[src/rtl/led_shift_sequencer.sv]
// led_shift_sequencer: synchronises the two direction keys, arbitrates them
// into an IDLE/SHIFT_L/SHIFT_R state that enables the tick counter, and moves
// a single lit LED across the bar on every counter tick while counting steps.
module led_shift_sequencer #(
    parameter int NUM_LEDS = 10,
    parameter bit WRAP     = 1'b1,
    parameter int STEP_MAX = 999999
) (
    input  logic                clk_i,
    input  logic                reset_ni,
    input  logic                key_left_ni,
    input  logic                key_right_ni,
    input  logic                tick_i,
    output logic                enable_o,
    output logic [1:0]          dir_o,
    output logic [NUM_LEDS-1:0] led_o,
    output logic [3:0]          pos_o,
    output logic                at_end_o,
    output logic [19:0]         step_count_o
);

    localparam logic [3:0]          POS_LAST  = 4'(NUM_LEDS - 1);
    localparam logic [19:0]         STEP_LAST = 20'(STEP_MAX);
    localparam logic [NUM_LEDS-1:0] LED_ONE   = {{(NUM_LEDS-1){1'b0}}, 1'b1};

    // Encoding doubles as the dir_o code: 00 idle, 01 left, 10 right.
    typedef enum logic [1:0] {
        IDLE    = 2'b00,
        SHIFT_L = 2'b01,
        SHIFT_R = 2'b10
    } state_t;

    logic                key_l_meta_q, key_l_meta_d;
    logic                key_r_meta_q, key_r_meta_d;
    logic                press_l_q, press_l_d;
    logic                press_r_q, press_r_d;
    state_t              state_q, state_d;
    logic                enable_q, enable_d;
    logic [1:0]          dir_q, dir_d;
    logic [3:0]          pos_q, pos_d;
    logic [NUM_LEDS-1:0] led_q, led_d;
    logic [19:0]         step_q, step_d;
    logic                moved;

    // Next-state logic for synchronisers, direction FSM, position and step count.
    always_comb begin
        key_l_meta_d = ~key_left_ni;
        key_r_meta_d = ~key_right_ni;
        press_l_d    = key_l_meta_q;
        press_r_d    = key_r_meta_q;

        // Both keys held cancels out: no motion and no counter enable.
        unique case ({press_l_q, press_r_q})
            2'b10:   state_d = SHIFT_L;
            2'b01:   state_d = SHIFT_R;
            default: state_d = IDLE;
        endcase

        enable_d = (state_d != IDLE);
        unique case (state_d)
            SHIFT_L: dir_d = 2'b01;
            SHIFT_R: dir_d = 2'b10;
            default: dir_d = 2'b00;
        endcase

        // The shift uses the current state, so a tick on the edge where the
        // state leaves SHIFT still moves in the old direction.
        pos_d = pos_q;
        moved = 1'b0;
        if (tick_i) begin
            unique case (state_q)
                SHIFT_L: begin
                    if (pos_q == POS_LAST) begin
                        if (WRAP) begin
                            pos_d = 4'd0;
                            moved = 1'b1;
                        end
                    end else begin
                        pos_d = pos_q + 4'd1;
                        moved = 1'b1;
                    end
                end
                SHIFT_R: begin
                    if (pos_q == 4'd0) begin
                        if (WRAP) begin
                            pos_d = POS_LAST;
                            moved = 1'b1;
                        end
                    end else begin
                        pos_d = pos_q - 4'd1;
                        moved = 1'b1;
                    end
                end
                default: ;
            endcase
        end

        led_d = LED_ONE << pos_d;

        step_d = step_q;
        if (moved) begin
            step_d = (step_q == STEP_LAST) ? 20'd0 : step_q + 20'd1;
        end
    end

    // Direction FSM with registered enable/dir decode.
    always_ff @(posedge clk_i or negedge reset_ni) begin
        if (!reset_ni) begin
            state_q  <= IDLE;
            enable_q <= 1'b0;
            dir_q    <= 2'b00;
        end else begin
            state_q  <= state_d;
            enable_q <= enable_d;
            dir_q    <= dir_d;
        end
    end

    // Key synchronisers, LED position and step counter registers.
    always_ff @(posedge clk_i or negedge reset_ni) begin
        if (!reset_ni) begin
            key_l_meta_q <= 1'b0;
            key_r_meta_q <= 1'b0;
            press_l_q    <= 1'b0;
            press_r_q    <= 1'b0;
            pos_q        <= 4'd0;
            led_q        <= LED_ONE;
            step_q       <= 20'd0;
        end else begin
            key_l_meta_q <= key_l_meta_d;
            key_r_meta_q <= key_r_meta_d;
            press_l_q    <= press_l_d;
            press_r_q    <= press_r_d;
            pos_q        <= pos_d;
            led_q        <= led_d;
            step_q       <= step_d;
        end
    end

    assign enable_o     = enable_q;
    assign dir_o        = dir_q;
    assign led_o        = led_q;
    assign pos_o        = pos_q;
    assign at_end_o     = (pos_q == 4'd0) || (pos_q == POS_LAST);
    assign step_count_o = step_q;

endmodule

[config.mk]
export PLATFORM = sky130hd
export DESIGN_NAME = led_shift_sequencer
export DESIGN_NICKNAME = d
export VERILOG_FILES = /design/src/rtl/led_shift_sequencer.sv
export SDC_FILE = /design/constraint.sdc
export NUM_CORES = 1
export LEC_CHECK = 0
export CAP_MARGIN = 20
export CORE_MARGIN = 2
export CORE_UTILIZATION = 40
export DETAILED_ROUTE_END_ITERATION = 10
export GPL_ROUTABILITY_DRIVEN = 0
export GPL_TIMING_DRIVEN = 0
export PLACE_DENSITY = 0.76
export SYNTH_ARGS = -nofsm -noshare
export SYNTH_HDL_FRONTEND = slang
export SYNTH_SLANG_ARGS = --single-unit
[constraint.sdc]
create_clock -name clk_i -period 5.2 [get_ports clk_i]
set_input_delay 0.78 -clock clk_i [delete_from_list [all_inputs] [get_ports clk_i]]
set_output_delay 0.78 -clock clk_i [all_outputs]
set_load 0.03 [all_outputs]
==> results of run 1 <==
## report_power, final
group	internal (mW)	switching, mW	leakage [nW]
clock	0.144	0.116	0.0543
combinational	0.185	0.269	0.578
sequential	0.371	0.0495	0.533
total	0.700	0.435	1.17
## per-stage QoR
| stage | instances | util, % | area [µm²] |
|---|---|---|---|
| after floorplan | 182 | - | 2118 |
| after global placement | 294 | 51.42 | 2626 |
| after detailed placement | 294 | 51.32 | 2621 |
| after CTS | 302 | 53.58 | 2736 |
| after global routing | 302 | 53.58 | 2736 |
| final | 302 | 53.58 | 2736 |
## state kept, by name, indices dropped and copies added (netlist names), named ones only
| register | flops |
|---|---|
| step_count_o | 20 |
| press_r_q | 1 |
| key_l_meta_q | 1 |
| pos_o | 3 |
| enable_o | 1 |
| state_q | 1 |
| dir_o | 1 |
| led_o | 10 |
| press_l_q | 1 |
| key_r_meta_q | 1 |
## cells in the final DEF (no fill, tap or decap), types with 3 or more instances in the layout
master           instances
a21oi_1                  3
and2_1                   3
and4_1                   3
clkbuf_8                 5
clkdlybuf4s50_1         41
dfrtp_1                 40
ha_1                     9
inv_1                   11
inv_2                    4
nand2_1                 14
nand3_1                  6
nand4_1                  5
nor2_1                  11
nor3_1                   4
nor3_2                   3
nor4_1                   4
nor4_2                   3
xnor2_1                 11
xor2_1                   6
## path summary, 6_finish.rpt
kind / slack, ps / cells after the start / end
max reg2reg: 3090 / 7 / led_o[4]
min reg2reg: 350 / 0 / press_l_q
max in group asynchronous: 4010 / 1 / step_count_o[6]
min: 350 / 0 / press_l_q
max: 2280 / 5 / at_end_o
min in group asynchronous: 620 / 1 / led_o[6]
## cell families after synthesis
kind of cell	after synthesis
buffers and inverters	19
DFF	41
adders and majority gates	9
and+or+nand+nor	78
AOI/OAI and AO/OA	18
xor gates and xnor gates	17
## metal layers
metal,GRT usage (%),vias to the layer above
met5,0,-
met4,5.455,0
met2,24.39,23
li1,-,735
met3,3.647,5
met1,20.70,757
## layout make-up
class,count,area [µm²],share of cell area (%)
multi-input combinational,122,997.2,36.44
inverter,15,56.30,2.058
clock inverter,3,46.29,1.692
tap,70,87.58,3.201
buffer,4,37.54,1.372
clock buffer,5,68.82,2.515
sequential,41,1027,37.54
timing repair buffer,42,415.4,15.18
==> run_results.csv, run 1 <==
group,metric,value,unit
status,status,"complete, no violations",
sta,setup_tns,0,ps
drt,drt_iter0_drc,115,
placement,dp_hpwl,3032,µm
synth,ys_warn_count,0,
clock_tree,cts_num_sinks,41,
drt,dr_wl_met3,115,µm
min_path,min_from,"key_l_meta_q",
power_and_ir_drop,irDropWorstVdd,0.2147,mV
placement,dp_slack,2577,ps
setup_path,worstPathMaxFanout,9,
synth,synth_top_family_by_area,"simple AND/OR/NAND/NOR gates",
floorplanning,start_util,41.47,%
setup_path,max_stage_delay,680,ps
placement,io_buffers,42,
finish,drive_gt1_share,18.53,%
grt,antenna_found_initial,0,
floorplanning,die_x,76.77,µm
grt,grt_usage,15.41,%
run,max_cap_viol_count,0,
setup_path,cpMaxStageDelayCell,"clkdlybuf4s50_1",
sta,worst_slew_pin_slew,917.8,ps
synth,synth_ff_type,"dfrtp_1",
synth,synthMuxAreaShare,0,%
clock_tree,clock_path_buffers,2,
sta,whs,354.5,ps
synth,yosysMostFrequentCell,"dfrtp_1",
synth,syn_area,0.002118,mm²
clock_tree,numCtsBuffers,5,
setup_path,path_delay_family,"buffers and inverters",
synth,netlist_top_cells_count,"dfrtp_1, nand2_1, inv_1, nor2_1, xnor2_1",
setup_path,crit_buf_inv,2,
floorplanning,fp.dieArea,0.005894,mm²
floorplanning,top_level_ports,43,
sta,finalHoldViolCount,0,
grt,first_global_vias,1490,
drt,wl_met1,1896,µm
floorplanning,die_y,76.77,µm
drt,post_drt_wl_per_cell,13.66,µm
sta,layout_min_cycle_time,2917,ps
setup_path,crit_required,4420,ps
grt,grt_pass1_wl,7320,µm
synth,yosys-top-cells-area,"dfrtp_1, ha_1, xnor2_1",
drt,met2_length,2071,µm
sta,rsz0062_at_grt,"no",
grt,grt_overflow,0,
drt,vias_per_cell,5.033,
drt,antenna_left,0,
clock_tree,root_buffer,"clkbuf_8",
synth,synth_adder_area_share,5.316,%
min_path,hp-class,"flip-flop to flip-flop",
synth,synth-xor-area-share,7.029,%
drt,vias,1520,
setup_path,worstSetupPathType,"flip-flop to output pin",
floorplanning,rows,26,
setup_path,r2r-start,"pos_o[0]",
synth,avgSynthCellArea,11.64,µm²
power_and_ir_drop,p_leak,1.166,nW
synth,ys_types,52,
drt,dr.pass1.iters,4,
synth,synth-seq-cells,41,
synth,syn-instance-count,182,
synth,synth_compound_area_share,8.801,%
finish,n_fill_cell,452,
setup_path,crit_start,"pos_o[0]",
finish,nNetsFinal,245,
clock_tree,cts_setup_buffers,0,
synth,synth-edff-count,0,
clock_tree,cts_tree,"yes",
setup_path,cp_cell_sequence,"inv_1, ha_1, nand2b_4, a21oi_1, clkdlybuf4s50_1",
synth,synth_top_area_share,47.25,%
clock_tree,path_clk_slew,80,ps
floorplanning,coreArea,0.005107,mm²
sta,fin_skew,10.71,ps
sta,setup_viol,0,
grt,grt_max_degree,42,
sta,max_slew_margin,38.81,%
setup_path,end_kind,"output pin",
finish,num_antenna_cells,0,
clock_tree,post_cts_resized,0,
finish,area_growth,29.18,%
drt,routed_wl,4126,µm
power_and_ir_drop,power.density,414.9,mW/mm²
synth,yosys.area.top_type,"dfrtp_1",
sta,timing.final.ws_setup,2283,ps
setup_path,crit_path_start_kind,"flip-flop",
sta,slew_viol_final,0,
drt,drc_errors,0,
synth,synth-seq-area-share,48.49,%
clock_tree,clock_latency,300,ps
sta,max_freq,342.8,MHz
synth,ys_async_sr_fraction,100.0,%
power_and_ir_drop,totalPowerFinal,1.135,mW
synth,synthSimpleGateAreaFrac,25.93,%
drt,top_layer,"met4",
synth,syn-num-nets,196,
clock_tree,cts_hold_buf,0,
sta,fin_crit_sh,56.10,%
setup_path,cp_data_arrival_time,2140,ps
clock_tree,htree_levels,2,
Power figures use the tool's default switching activity.
==> run 2: changes to the inputs <==
- clock period: 5.2 -> 2.9 ns (I/O delays scaled with it)
==> results of run 2 <==
Same layout as run 1 (identical final DEF). Status: complete, no violations.
Main changes from that run: setup slack after placement 2577 ps -> 622.1 ps; setup slack after layout 2283 ps -> 327.7 ps; hold slack 354.5 ps -> 271.5 ps; register-to-register setup slack 3090 ps -> 790 ps; total power 1.135 mW -> 2.036 mW; worst IR drop on VDD 0.2147 mV -> 0.3850 mV
==> run 3: changes to the inputs <==
- REMOVE_ABC_BUFFERS: not set -> 1
==> run 3 against run 2 <==
Cell count shrank 1.3%. Final area shrank 1.2%. Fmax shrank 1.2%. Sequential cell count is the same. Via count shrank 0.39%. Combinational power shrank 5.8%. First-iteration DRC count grew 45%. Non-clock buffer count shrank 4. Largest cell class unchanged.
==> run_results.csv, run 3 (synthesis results as in run 1) <==
group,metric,value,unit
clock_tree,clock_latency,290,ps
drt,wl_met1,1868,µm
drt,dr_wl_met3,133,µm
sta,setup_viol,0,
sta,max_slew_margin,40.96,%
grt,grt_overflow,0,
grt,first_global_vias,1445,
placement,dp_slack,617.2,ps
setup_path,reg2reg_slack,700,ps
clock_tree,cts_hold_buf,0,
grt,grt_pass1_wl,6989,µm
clock_tree,post_cts_resized,0,
setup_path,r2r_cells,7,
power_and_ir_drop,switching_share,37.74,%
clock_tree,path_clk_slew,80,ps
clock_tree,htree_levels,2,
setup_path,worstSetupPathType,"flip-flop to output pin",
power_and_ir_drop,p_leak,1.147,nW
grt,grt_usage,14.96,%
drt,routed_wl,4069,µm
setup_path,crit_path_start_kind,"flip-flop",
setup_path,worstPathMaxFanout,9,
min_path,hp-class,"input port to async pin",
floorplanning,top_level_ports,43,
sta,rsz0062_at_grt,"no",
finish,final_cell_mix,"clkdlybuf4s50_1, dfrtp_1, nand2_1",
drt,top_layer,"met4",
placement,post_dp_cell_area,0.002584,mm²
finish,area_growth,27.64,%
sta,finalHoldViolCount,0,
placement,dp_hpwl,2961,µm
clock_tree,cts_tree,"yes",
sta,fin_skew,11.83,ps
clock_tree,cts_setup_buffers,0,
floorplanning,start_util,41.47,%
power_and_ir_drop,internal_power,1.259,mW
run,max_cap_viol_count,0,
floorplanning,die_y,76.77,µm
sta,layout_min_cycle_time,2604,ps
sta,setup_tns,0,ps
drt,drt_iter0_drc,167,
sta,max_freq,384.0,MHz
power_and_ir_drop,irDropWorstVdd,0.4343,mV
floorplanning,fp.dieArea,0.005894,mm²
power_and_ir_drop,p_clk_share,23.4,%
power_and_ir_drop,power.share.sequential,38.6,%
clock_tree,cts_num_sinks,41,
power_and_ir_drop,combPwrFrac,38.0,%
floorplanning,die_x,76.77,µm
finish,final_common_cell,"clkdlybuf4s50_1",
sta,fin_crit_sh,89.79,%
drt,vias,1514,
finish,largest_reg_flops,20,
sta,whs,260.0,ps
power_and_ir_drop,power.density,747.7,mW/mm²
finish,design_area,0.002704,mm²
drt,met2_length,1974,µm
sta,slew_viol_final,0,
power_and_ir_drop,totalPowerFinal,2.022,mW
drt,dr.pass1.iters,4,
clock_tree,root_buffer,"clkbuf_8",
sta,timing.final.ws_setup,296.0,ps
setup_path,r2r-start,"pos_o[0]",
clock_tree,clock_path_buffers,2,
floorplanning,coreArea,0.005107,mm²
grt,antenna_found_initial,0,
floorplanning,rows,26,
setup_path,r2r_end,"led_o[8]",
setup_path,end_kind,"output pin",
drt,antenna_left,0,
finish,num_antenna_cells,0,
placement,io_buffers,42,
power_and_ir_drop,p_switching,0.7629,mW
setup_path,cp_data_arrival_time,2170,ps
setup_path,crit_required,2470,ps
finish,nNetsFinal,241,
finish,drive_gt1_share,17.11,%
drt,vias_per_cell,5.081,
sta,worst_slew_pin_slew,885.6,ps
drt,post_drt_wl_per_cell,13.65,µm
status,status,"complete, no violations",
clock_tree,numCtsBuffers,5,
drt,drc_errors,0,
grt,grt_max_degree,42,
-- run 3: cell count changes in the layout (fill, tap and decap cells not counted), sizes merged --
cell    before  now
clkinv       1    0
clkbuf       5    6
buf          5    1
-- run 3: critical path, stage by stage, from the launching register on --
cell	delay [ps]
dfrtp_1	450
inv_1	250
ha_1	300
nand2b_4	70
a21oi_1	130
clkdlybuf4s50_1	690
-- run 3: how the worst max path moves through the flow --
| stage | cells after the start | endpoint | start | slack (ps) |
|---|---|---|---|---|
| 2_1_floorplan | 7 | step_count_o[16] | state_q[0] | 790 |
| 3_3_place_gp | 1 | led_o[5] | reset_ni | 420 |
| 3_5_place_dp | 5 | at_end_o | pos_o[0] | 620 |
| 4_1_cts | 5 | at_end_o | pos_o[0] | 270 |
| 5_1_grt | 5 | at_end_o | pos_o[0] | 160 |
| 6_report | 5 | at_end_o | pos_o[0] | 300 |
-- run 3: per-layer routing --
| metal | vias up | global-route usage, % |
|---|---|---|
| met5 | - | 0 |
| met4 | 0 | 6.545 |
| met3 | 9 | 3.882 |
| met2 | 35 | 22.72 |
| met1 | 742 | 20.15 |
| li1 | 728 | - |
-- run 3: stage by stage --
step | utilization (%) | std cells
2_1_floorplan | - | 178
3_3_place_gp | 50.69 | 290
3_5_place_dp | 50.59 | 290
4_1_cts | 52.94 | 298
5_1_grt | 52.94 | 298
6_report | 52.94 | 298
-- run 3: area by class of cell --
cell class | count | area (µm²)
fill | 438 | 2404
sequential | 41 | 1027
multi-input combinational | 122 | 997.2
timing repair buffer | 42 | 415.4
tap | 70 | 87.58
clock buffer | 6 | 82.58
inverter | 15 | 56.30
clock inverter | 2 | 37.54
-- run 3: power by group through the flow --
| stage | logic [mW] | clock network, mW | registers (mW) |
|---|---|---|---|
| after floorplan | 0.324 | 0 | 0.949 |
| after global placement | 0.759 | 0 | 0.789 |
| after detailed placement | 0.773 | 0 | 0.791 |
| after CTS | 0.774 | 0.489 | 0.780 |
| after global routing | 0.825 | 0.525 | 0.795 |
| final | 0.768 | 0.473 | 0.781 |
